===== config.mk =====
export PLATFORM = sky130hd
export DESIGN_NAME = fifo_gen_fwft_flat
export DESIGN_NICKNAME = d
export VERILOG_FILES = /design/src/rtl/fifo_gen_pkg.sv /design/src/rtl/fifo_gen_fwft_if.sv /design/src/rtl/fifo_gen_fwft_ram.sv /design/src/rtl/fifo_gen_fwft.sv /design/src/flat_wrapper.sv
export SDC_FILE = /design/constraint.sdc
export NUM_CORES = 1
export LEC_CHECK = 0
export CAP_MARGIN = 20
export CORE_MARGIN = 2
export CORE_UTILIZATION = 50
export CTS_BUF_LIST = sky130_fd_sc_hd__clkbuf_16
export CTS_CLUSTER_SIZE = 25
export DETAILED_ROUTE_END_ITERATION = 8
export PLACE_DENSITY = 0.68
export SYNTH_ARGS = -nofsm -noshare
export SYNTH_HDL_FRONTEND = slang
export SYNTH_SLANG_ARGS = --single-unit

===== constraint.sdc =====
create_clock -name clk -period 3.2 [get_ports clk]
set_input_delay 0.64 -clock clk [delete_from_list [all_inputs] [get_ports clk]]
set_output_delay 0.64 -clock clk [all_outputs]
set_load 0.01 [all_outputs]

===== src/rtl/fifo_gen_pkg.sv =====
// Shared mode constants and width helpers for the generic stream FIFO family.
package fifo_gen_pkg;

  localparam int unsigned FIFO_STD  = 0;
  localparam int unsigned FIFO_FWFT = 1;

  function automatic int unsigned addr_w(input int unsigned depth);
    return $clog2(depth);
  endfunction

  function automatic int unsigned cnt_w(input int unsigned depth);
    return $clog2(depth) + 1;
  endfunction

endpackage


===== src/rtl/fifo_gen_fwft_if.sv =====
// Producer/consumer handshake bundle for fifo_gen_fwft.
interface fifo_gen_fwft_if
  import fifo_gen_pkg::*;
#(
  parameter int unsigned WIDTH = 16,
  parameter int unsigned DEPTH = 16
);
  localparam int unsigned CNT_W = cnt_w(DEPTH);

  logic [WIDTH-1:0] din;
  logic             write;
  logic             full_n;
  logic [WIDTH-1:0] dout;
  logic             read;
  logic             empty_n;
  logic [CNT_W-1:0] count;
  logic             almost_full_n;
  logic             almost_empty_n;
  logic             ovf;
  logic             udf;

  modport master (
    output din, write, read,
    input  full_n, dout, empty_n, count, almost_full_n, almost_empty_n, ovf, udf
  );

  modport slave (
    input  din, write, read,
    output full_n, dout, empty_n, count, almost_full_n, almost_empty_n, ovf, udf
  );
endinterface


===== src/rtl/fifo_gen_fwft_ram.sv =====
// Simple dual-port storage: synchronous write, registered read with enable, no reset.
module fifo_ram_2p #(
  parameter int unsigned WIDTH  = 16,
  parameter int unsigned DEPTH  = 16,
  parameter int unsigned ADDR_W = 4
) (
  input  logic              clk,
  input  logic              we,
  input  logic [ADDR_W-1:0] waddr,
  input  logic [WIDTH-1:0]  wdata,
  input  logic              re,
  input  logic [ADDR_W-1:0] raddr,
  output logic [WIDTH-1:0]  rdata
);
  logic [WIDTH-1:0] mem [DEPTH];

  always_ff @(posedge clk) begin
    if (we) mem[waddr] <= wdata;
    if (re) rdata <= mem[raddr];
  end
endmodule


===== src/rtl/fifo_gen_fwft.sv =====
// Single-clock FIFO with standard/FWFT read modes, occupancy count and registered status flags.
module fifo_gen_fwft
  import fifo_gen_pkg::*;
#(
  parameter int unsigned WIDTH    = 16,
  parameter int unsigned DEPTH    = 16,
  parameter int unsigned FWFT     = FIFO_STD,
  parameter int unsigned AF_LEVEL = DEPTH - 2,
  parameter int unsigned AE_LEVEL = 2
) (
  input logic            clk,
  input logic            ap_rst_n,
  fifo_gen_fwft_if.slave bus
);
  localparam int unsigned ADDR_W = addr_w(DEPTH);
  localparam int unsigned CNT_W  = cnt_w(DEPTH);
  localparam logic [CNT_W-1:0] FULL_C = CNT_W'(DEPTH);
  localparam logic [CNT_W-1:0] AF_C   = CNT_W'(AF_LEVEL);
  localparam logic [CNT_W-1:0] AE_C   = CNT_W'(AE_LEVEL);

  logic [CNT_W-1:0] wr_ptr, rd_ptr, count_r, count_nxt;
  logic             full_n_r, empty_n_r, af_n_r, ae_n_r, ovf_r, udf_r, q_seen;
  logic             wr_acc, rd_acc, ram_re, empty_n_nxt;
  logic [WIDTH-1:0] ram_q;

  assign wr_acc = bus.write && full_n_r;
  assign rd_acc = bus.read && empty_n_r;

  // In FWFT mode the RAM read register is the output stage: rd_ptr tracks
  // prefetches, and a fetch happens whenever the stage is empty or being popped.
  generate
    if (FWFT == FIFO_FWFT) begin : g_fwft
      logic mem_has;
      assign mem_has     = (wr_ptr != rd_ptr);
      assign ram_re      = mem_has && (!empty_n_r || rd_acc);
      assign empty_n_nxt = ram_re || (empty_n_r && !rd_acc);
    end else begin : g_std
      assign ram_re      = rd_acc;
      assign empty_n_nxt = (count_nxt != '0);
    end
  endgenerate

  always_comb begin
    count_nxt = count_r;
    case ({wr_acc, rd_acc})
      2'b10:   count_nxt = count_r + CNT_W'(1);
      2'b01:   count_nxt = count_r - CNT_W'(1);
      default: count_nxt = count_r;
    endcase
  end

  always_ff @(posedge clk or negedge ap_rst_n) begin
    if (!ap_rst_n) begin
      wr_ptr    <= '0;
      rd_ptr    <= '0;
      count_r   <= '0;
      full_n_r  <= 1'b0;
      empty_n_r <= 1'b0;
      af_n_r    <= 1'b1;
      ae_n_r    <= 1'b0;
      ovf_r     <= 1'b0;
      udf_r     <= 1'b0;
      q_seen    <= 1'b0;
    end else begin
      if (wr_acc) wr_ptr <= wr_ptr + CNT_W'(1);
      if (ram_re) begin
        rd_ptr <= rd_ptr + CNT_W'(1);
        q_seen <= 1'b1;
      end
      count_r   <= count_nxt;
      full_n_r  <= (count_nxt != FULL_C);
      empty_n_r <= empty_n_nxt;
      af_n_r    <= !(count_nxt >= AF_C);
      ae_n_r    <= !(count_nxt <= AE_C);
      ovf_r     <= bus.write && !full_n_r;
      udf_r     <= bus.read && !empty_n_r;
    end
  end

  fifo_ram_2p #(
    .WIDTH (WIDTH),
    .DEPTH (DEPTH),
    .ADDR_W(ADDR_W)
  ) u_ram (
    .clk  (clk),
    .we   (wr_acc),
    .waddr(wr_ptr[ADDR_W-1:0]),
    .wdata(bus.din),
    .re   (ram_re),
    .raddr(rd_ptr[ADDR_W-1:0]),
    .rdata(ram_q)
  );

  // The RAM register has no reset, so dout reads zero until the first post-reset fetch.
  assign bus.dout           = q_seen ? ram_q : '0;
  assign bus.count          = count_r;
  assign bus.full_n         = full_n_r;
  assign bus.empty_n        = empty_n_r;
  assign bus.almost_full_n  = af_n_r;
  assign bus.almost_empty_n = ae_n_r;
  assign bus.ovf            = ovf_r;
  assign bus.udf            = udf_r;
endmodule


===== src/flat_wrapper.sv =====
// flat-port wrapper written by rule: the top's interface ports become plain ports
module fifo_gen_fwft_flat import fifo_gen_pkg::*;
#(
  parameter int unsigned WIDTH    = 16,
  parameter int unsigned DEPTH    = 16,
  parameter int unsigned FWFT     = FIFO_STD,
  parameter int unsigned AF_LEVEL = DEPTH - 2,
  parameter int unsigned AE_LEVEL = 2
)
  (clk, ap_rst_n, bus_din, bus_write, bus_read, bus_full_n, bus_dout, bus_empty_n, bus_count, bus_almost_full_n, bus_almost_empty_n, bus_ovf, bus_udf);
  fifo_gen_fwft_if #(.WIDTH(WIDTH), .DEPTH(DEPTH)) bus_i ();
  input logic clk;
  input logic ap_rst_n;
  input wire logic [$bits(bus_i.din)-1:0] bus_din;
  input wire logic [$bits(bus_i.write)-1:0] bus_write;
  input wire logic [$bits(bus_i.read)-1:0] bus_read;
  output wire logic [$bits(bus_i.full_n)-1:0] bus_full_n;
  output wire logic [$bits(bus_i.dout)-1:0] bus_dout;
  output wire logic [$bits(bus_i.empty_n)-1:0] bus_empty_n;
  output wire logic [$bits(bus_i.count)-1:0] bus_count;
  output wire logic [$bits(bus_i.almost_full_n)-1:0] bus_almost_full_n;
  output wire logic [$bits(bus_i.almost_empty_n)-1:0] bus_almost_empty_n;
  output wire logic [$bits(bus_i.ovf)-1:0] bus_ovf;
  output wire logic [$bits(bus_i.udf)-1:0] bus_udf;
  assign bus_i.din = bus_din;
  assign bus_i.write = bus_write;
  assign bus_i.read = bus_read;
  assign bus_full_n = bus_i.full_n;
  assign bus_dout = bus_i.dout;
  assign bus_empty_n = bus_i.empty_n;
  assign bus_count = bus_i.count;
  assign bus_almost_full_n = bus_i.almost_full_n;
  assign bus_almost_empty_n = bus_i.almost_empty_n;
  assign bus_ovf = bus_i.ovf;
  assign bus_udf = bus_i.udf;
  fifo_gen_fwft #(.WIDTH(WIDTH), .DEPTH(DEPTH), .FWFT(FWFT), .AF_LEVEL(AF_LEVEL), .AE_LEVEL(AE_LEVEL)) u_core (.clk(clk), .ap_rst_n(ap_rst_n), .bus(bus_i));
endmodule

After elaboration in Yosys (flattened, before gate mapping). Memories as Yosys holds them, arrays and structs flattened. A register that Yosys moved wholly into a read port is not among the register bits. Cells that the tools add are included.

Add/subtract/negate cells: 4. Order comparisons: 2. Equal/unequal tests: 3. Muxes and demuxes: 4. Reductions and logical operators: 9.

Operators by type and width (number): $mux W16 (1); $add A5 B1 Y5 const B (3); $pmux W5 S2 (1); $ge A5 B4 Y1 const B (1); $le A5 B2 Y1 const B (1); $ne A5 B5 Y1 const B (1); $reduce_bool A5 Y1 (1); $sub A5 B1 Y5 const B (1); $logic_and A1 B1 Y1 (4); $logic_not A1 Y1 (4); $eq A2 B1 Y1 const B (1); $eq A2 B2 Y1 const B (1); $mux W1 (2).

Bits in registers: 22. Bits in writable memories: 256. Input port bits: 20. Output and inout port bits: 27. Word-level logic and storage cells: 33. Memories: 1.

Memories: u_core.u_ram.mem (words 16, width 16, rd ports 1, clocked after Yosys merged registers in 1, write ports 1, line fifo_gen_fwft_ram.sv:15) `logic [WIDTH-1:0] mem [DEPTH];`.

Depth between registers and ports, before layout. Gate-level depths: netlist of run 1.

Depth in word-level cells: 5. Depth in mapped cells: 11. Depth with buffers taken out: 10.

By module. A second synthesis of run 1 with hierarchy kept.

Cells, all modules: 523. Area total of the unflattened synthesis: 11232.0 sq um.

By module, submodules not included: fifo_ram_2p (times used 1, cells an instance 432, area an instance 10203.5 sq um, sequential area each 8167.8 sq um); fifo_gen_fwft (times used 1, cells an instance 91, area an instance 1028.5 sq um, sequential area each 501.7 sq um).

Worst setup path after synthesis of run 1. No wires, ideal clock.

Path type: input-to-reg. Start point: in bus_read. End point: reg u_core.full_n_r (netlist: u_core.bus.full_n). Setup time: 0.138 ns. Arrival time: 2.569 ns. Required time: 3.062 ns. Slack: 0.492 ns. Stages on the path: 10. Buffers on the path: 0. Path through: nand2_4 -> inv_2 -> nand2_1 -> xnor2_1 -> ha_1 -> and4bb_2 -> o21ai_1 -> a32oi_2 -> xor2_2 -> or4b_1.

Word-level cells in the longest chain between the ends: 4. Elaborated cells between the ends (all ways): 5. Those cells by class: 3 x eq/ne; 1 x mux; 1 x reduce/logical.

Ends and longest elaborated chain: start, declared (line flat_wrapper.sv:16) `input wire logic [$bits(bus_i.read)-1:0] bus_read;`; $logic_and A1 B1 Y1 (*) (line fifo_gen_fwft.sv:27) `assign rd_acc = bus.read && empty_n_r;`; via u_core.ram_re (line fifo_gen_fwft.sv:23) `logic wr_acc, rd_acc, ram_re, empty_n_nxt;`; $eq A2 B1 Y1 / $eq A2 B2 Y1 (equally long branches) (line fifo_gen_fwft.sv:45) `case ({wr_acc, rd_acc})`; $pmux W5 S2 (*) (line fifo_gen_fwft.sv:45); via u_core.count_nxt[4] (line fifo_gen_fwft.sv:21) `logic [CNT_W-1:0] wr_ptr, rd_ptr, count_r, count_nxt;`; $ne A5 B5 Y1 (*) (line fifo_gen_fwft.sv:71) `full_n_r <= (count_nxt != FULL_C);`; end signal, assigned (line fifo_gen_fwft.sv:71); end, declared (line fifo_gen_fwft.sv:22) `logic full_n_r, empty_n_r, af_n_r, ae_n_r, ovf_r, udf_r, q_seen;`.

Mark *: on every way through the listed nets, which the timed path passes. The rest lies on a longest branch. A chain may end at the register's enable or synchronous reset.

Worst setup path in the final report of run 1.
Start point: reg u_core.q_seen. End point: out bus_dout[2].

Word-level cells in the longest chain between the ends: 1.

Ends and longest elaborated chain: start, declared (line fifo_gen_fwft.sv:22); start signal, assigned (line fifo_gen_fwft.sv:63) `q_seen <= 1'b0;`; start signal, assigned (line fifo_gen_fwft.sv:68) `q_seen <= 1'b1;`; $mux W16 (line fifo_gen_fwft.sv:95) `assign bus.dout = q_seen ? ram_q : '0;`; end, declared (line flat_wrapper.sv:18) `output wire logic [$bits(bus_i.dout)-1:0] bus_dout;`.

Every way passes these cells.

==> impl_metrics.ini, run 1 <==
[status]
status = finished clean

[worst_setup_path]
crit_fanout = 17
crit_type = register to output port
cp-end-kind = output port
worstPathRequired_ps = 2560
cp-startpoint = u_core.q_seen
r2r-start = u_core.bus.full_n
arrival_ps = 2230
setup.worst_path.start_class = register

[clock_tree]
cts_max_level = 1
clk_path_buf_depth = 3
clock_sinks = 292
cts_tree = done
cts_hold_repair.buffers = 0
clkLatencyLatePin_ps = 540
post_cts_resized = 0
cts_buffers = 29
clk_pin_slew_ps = 60
post_cts_buffers = 0
ctsRootBufferMaster = clkbuf_16

[yosys]
synth_cells = 501
synthFlopType = edfxtp_1
synth_edf_count = 272
synthDistinctLibCells = 42
yosysWarnings = 0
synthArstFlopShare_pct = 6.85
syn_avg_cell_area_um2 = 22.6
synth_nets = 528
synth_seq_cells = 292
yosysTopAreaCellShare_pct = 72.3
yosys-top-cells-count = edfxtp_1 (272), mux4_2 (80), dfrtp_1 (19), and2_1 (16), nor2_1 (14)
synth.most_common_cell = edfxtp_1
ys_seq_area_share_pct = 76.7
ys_top_cells_by_area = edfxtp_1 (72%), mux4_2 (16%), dfrtp_1 (4.2%)
netlist_area_um2 = 11300
synth_top_area_cell = edfxtp_1

[floorplanning]
placementRows = 55
start_util_pct = 50.4
ios = 47
die_w_um = 154
core-area_um2 = 22400
die_y_um = 154
die_area_um2 = 23800

[drt]
routedWlPerCell_um = 24.8
drc_errors = 0
final_antenna_net_count = 0
dr.first_iter.drc_count = 505
firstDrtPassIters = 5
dr_total_vias = 5280
via_per_inst = 5.87
finalWirelength_mm = 22.3

[pwr]
peakVddDrop_mv = 0.461
p_leak_nw = 4.36
power_switching_mw = 3.24
switching_share_pct = 27.4
p_comb_share_pct = 28.3
fin_total_pwr_mw = 11.8
power.internal_mw = 8.58
clockPowerShare_pct = 27.9
p_per_area_nw_per_um2 = 886
power_frac_seq_pct = 43.8

[place]
gp_congestion = 0.763
io_buffers = 46
hpwlAfterDp_mm = 13.1
placed_area_um2 = 12400
dp_cells = 846

[global_routing]
overflow = 0
grtUsageTotal_pct = 19.3
first_global_vias = 5465
antenna_found_initial = 2
grt_pass1_wl_mm = 33.7
grt_max_degree = 68

[layout]
nNetsFinal = 619
fillCellCount = 1566
syn_to_final_growth_pct = 18.1
final_core_util_pct = 59.5
layout-drive-gt1-share_pct = 30.9
instances_no_fill = 899
diodes = 0
fin_area_um2 = 13300

[run]
max_cap_viol_count = 0

[hold_path]
hold_class = register to register
hp-start = u_core.bus.full_n

[sta]
fin_skew_ps = 13.0
tightestPinTransition_ps = 908
period_share_pct = 89.5
hold_violations = 0
holdWs_ps = 461
max-slew-margin-rel_pct = 39.3
setup_viol_count_final = 0
rsz0062_at_grt = false
final_max_slew_viol_count = 0
max_clock_freq_mhz = 349
fin_crit_ps = 2870
state kept, by name, indices dropped and copies added, names as in the netlist:
name                       cells
u_core.bus.ovf                 1
u_core.rd_ptr                  4
u_core.bus.empty_n             1
u_core.u_ram.rdata            16
u_core.bus.full_n              1
u_core.wr_ptr                  4
u_core.u_ram.mem             256
u_core.bus.almost_full_n       1
u_core.bus.almost_empty_n      1
u_core.bus.count               5
u_core.bus.udf                 1
u_core.q_seen                  1
area by class of cell:
cell class              instances  area (um2)  share of cell area (%)
multi-input cells             177        2510                    18.8
repair buffers                 85         828                    6.21
clock buffers                  29         726                    5.44
clock inverters                24         213                    1.59
flip-flops and latches        292        8670                    65.0
inverters                       7        31.3                   0.234
well taps                     285         357                    2.67
layout by cell type, fill, tap and decap left out, types with 2 or more instances in the layout:
master | synthesis | layout
mux4_2 | 80 | 80
ha_1 | 7 | 7
nand2b_1 | 3 | 3
and2_1 | 16 | 16
clkdlybuf4s50_1 | 0 | 46
buf_4 | 5 | 33
or4_1 | 2 | 2
nor3_1 | 8 | 4
nand4_1 | 2 | 2
inv_1 | 5 | 9
clkinv_1 | 0 | 7
nor2_2 | 0 | 12
clkinv_2 | 0 | 7
dfrtp_1 | 19 | 17
nor2_1 | 14 | 2
bufinv_16 | 0 | 4
edfxtp_1 | 272 | 272
buf_12 | 0 | 6
nand2_1 | 12 | 12
nor2b_1 | 2 | 2
xnor2_1 | 7 | 7
clkbuf_16 | 0 | 29
nor3_2 | 0 | 4
xor2_1 | 3 | 3
a31oi_1 | 2 | 2
o211ai_1 | 2 | 2
critical path, stage by stage (launching register included):
cell             delay [ps]
dfrtp_1                 820
and2_1                  300
clkdlybuf4s50_1         560
stage by stage:
step	TNS [ps]	setup WS [ps]
after floorplan	0	492
after global placement	0	128
after detailed placement	-54.1	-20.3
after CTS	0	285
after global routing	0	189
final	0	335
power by group through the flow:
stage | sequential [mW] | clock (mW) | combinational (mW)
finish | 5.18 | 3.30 | 3.34
global route | 5.24 | 3.51 | 3.57
CTS | 5.19 | 3.36 | 3.39
detailed placement | 5.26 | 0 | 3.36
global placement | 5.23 | 0 | 3.31
floorplan | 5.04 | 0 | 2.35
logic make-up (layout without fill, tap and decap cells):
kind of cell,Yosys count,count (layout),share of synthesized area (%)
AO/OA/AOI/OAI,12,12,0.819
XOR/XNOR,11,11,0.919
adder cells (fa/ha/maj),7,7,0.775
buffers and inverters,32,145,1.47
flip-flops,292,292,76.7
multiplexers,81,81,16.0
AND/OR/NAND/NOR,66,66,3.24
worst paths after layout:
check | slack [ps] | end | cells after the start
worst max-delay path | 330 | bus_dout[2] | 2
worst min-delay path | 460 | u_core.bus.ovf | 1
worst max register to register | 660 | u_core.bus.empty_n | 10
worst min register to register | 460 | u_core.bus.ovf | 1
max in group asynchronous | 1920 | u_core.rd_ptr[0] | 1
min in group asynchronous | 620 | u_core.bus.ovf | 1
layer usage:
metal  vias up  GRT usage (%)  part of all wire (%)
met1      2794           26.3                    40
met3        41           2.91                   5.4
li1       2266              -                     -
met2       177           33.2                    52
met4         2           5.25                   2.3
met5         -              0                 0.058
Power figures use the tool's default switching activity.
==> run 2: changes to the inputs <==
--- a/config.mk
+++ b/config.mk
@@ -12,6 +12,7 @@
 export CTS_CLUSTER_SIZE = 25
 export DETAILED_ROUTE_END_ITERATION = 8
 export PLACE_DENSITY = 0.68
+export SLEW_MARGIN = 25
 export SYNTH_ARGS = -nofsm -noshare
 export SYNTH_HDL_FRONTEND = slang
 export SYNTH_SLANG_ARGS = --single-unit
==> results of run 2 <==
The final DEF is identical to that of run 1; final timing and power are the same.
==> run 3: changes to the inputs <==
--- a/config.mk
+++ b/config.mk
@@ -5,13 +5,14 @@
 export SDC_FILE = /design/constraint.sdc
 export NUM_CORES = 1
 export LEC_CHECK = 0
-export CAP_MARGIN = 20
+export CAP_MARGIN = 30
 export CORE_MARGIN = 2
 export CORE_UTILIZATION = 50
 export CTS_BUF_LIST = sky130_fd_sc_hd__clkbuf_16
 export CTS_CLUSTER_SIZE = 25
 export DETAILED_ROUTE_END_ITERATION = 8
 export PLACE_DENSITY = 0.68
+export SETUP_SLACK_MARGIN = 0.4
 export SLEW_MARGIN = 25
 export SYNTH_ARGS = -nofsm -noshare
 export SYNTH_HDL_FRONTEND = slang
==> impl_metrics.ini, run 3 (synthesis results as in run 1) <==
[status]
status = finished clean

[place]
placed_area_um2 = 12400
io_buffers = 46
hpwlAfterDp_mm = 13.1
post-place-ws_ps = -20.3
gp_congestion = 0.763

[clock_tree]
clk_pin_slew_ps = 60
ctsRootBufferMaster = clkbuf_16
post_cts_buffers = 0
clk_path_buf_depth = 3
clkLatencyLatePin_ps = 540
cts_hold_repair.buffers = 0
cts_max_level = 1
clock_sinks = 292
cts_buffers = 29
cts_tree = done

[layout]
layout-drive-gt1-share_pct = 31.2
multiInputGateArea_um2 = 2510
nNetsFinal = 620
fillCellCount = 1565
final_common_cell = edfxtp_1
fin_area_um2 = 13400
largest-register = u_core.u_ram.mem
syn_to_final_growth_pct = 18.2
seq_area_um2 = 8680
largest_register_ffs = 256
diodes = 0
layout_common_cells = edfxtp_1 (272), mux4_2 (80), clkdlybuf4s50_1 (46)

[sta]
fin_ws_ps = 498
fin_crit_ps = 2700
final_max_slew_viol_count = 0
setup_tns_ps = 0
hold_violations = 0
tightestPinTransition_ps = 859
period_share_pct = 84.4
setup_viol_count_final = 0
holdWs_ps = 356
max_clock_freq_mhz = 370
max-slew-margin-rel_pct = 42.7
fin_skew_ps = 10.6
rsz0062_at_grt = false

[drt]
routedWlPerCell_um = 24.7
final_antenna_net_count = 0
dr.first_iter.drc_count = 489
firstDrtPassIters = 4
finalWirelength_mm = 22.2
via_per_inst = 5.82
dr_total_vias = 5238
drc_errors = 0

[worst_setup_path]
arrival_ps = 3100
r2r_cells = 10
r2r_end = u_core.bus.full_n
reg2reg_setup_slack_ps = 710
cp-end-kind = register
worstPathRequired_ps = 3600
setup.worst_path.start_class = input port
crit_fanout = 10
r2r-start = u_core.bus.full_n
crit_type = input port to register

[global_routing]
grt_pass1_wl_mm = 33.7
antenna_found_initial = 2
grtUsageTotal_pct = 19.3
grt_use_met2_pct = 33.2
grtUsageMet1_pct = 26.3
grtUsageMet3_pct = 2.91
overflow = 0
first_global_vias = 5465
grt.busiest_layer = met2
grt_max_degree = 68

[floorplanning]
core-area_um2 = 22400
die_w_um = 154
ios = 47
start_util_pct = 50.4
die_area_um2 = 23800
die_y_um = 154
placementRows = 55

[run]
max_cap_viol_count = 0

[pwr]
p_leak_nw = 4.36
fin_total_pwr_mw = 11.8
p_per_area_nw_per_um2 = 884
peakVddDrop_mv = 0.463

[hold_path]
hold_class = input port to asynchronous set/reset pin
## run 3: worst max-delay path by stage
| stage | start | end | slack [ps] | cells after the start |
|---|---|---|---|---|
| after CTS | u_core.q_seen | bus_dout[2] | 530 | 2 |
| final | bus_read | u_core.bus.full_n | 500 | 11 |
| after global routing | bus_read | u_core.bus.full_n | 400 | 11 |
| after floorplan | bus_read | u_core.bus.full_n | 490 | 10 |
| after detailed placement | bus_read | u_core.bus.full_n | -20 | 11 |
| after global placement | bus_write | u_core.bus.full_n | 130 | 11 |
## run 3: critical path: stages
cell and delay (ps):
clkdlybuf4s50_1 530, nand2_4 120, inv_2 70, nand2_1 60, xnor2_1 130, ha_1 260
nor3_1 250, o31ai_1 120, a32oi_2 250, xor2_2 220, or4b_1 460
## run 3: layout make-up
class / count / area share, %
repair buffers: 86 / 6.31
well taps: 285 / 2.67
clock inverters: 24 / 1.59
multi-input cells: 177 / 18.8
flip-flops and latches: 292 / 64.9
inverters: 7 / 0.234
clock buffers: 29 / 5.43
## run 3: metal layers
| layer | part of all wire [%] | vias to the layer above |
|---|---|---|
| li1 | - | 2264 |
| met1 | 39 | 2783 |
| met2 | 53 | 154 |
| met3 | 5.9 | 35 |
| met4 | 1.7 | 2 |
| met5 | 0.059 | - |
## run 3: report_power, final
group / internal (mW) / switching (mW) / leakage, nW / total [mW]
clock network: 1.96 / 1.34 / 0.478 / 3.30
registers: 4.82 / 0.357 / 2.69 / 5.18
logic: 1.80 / 1.54 / 1.19 / 3.33
## run 3: stage by stage
stage | std cells | utilization, %
global route | 900 | 59.5
detailed placement | 846 | 55.3
CTS | 899 | 59.5
finish | 900 | 59.5
floorplan | 501 | -
global placement | 846 | 55.3
## run 3: repair_timing
item	in CTS	in global routing
pin swaps	0	0
resized for setup	1	1
setup endpoints to repair	8	3
hold endpoints to repair	0	0
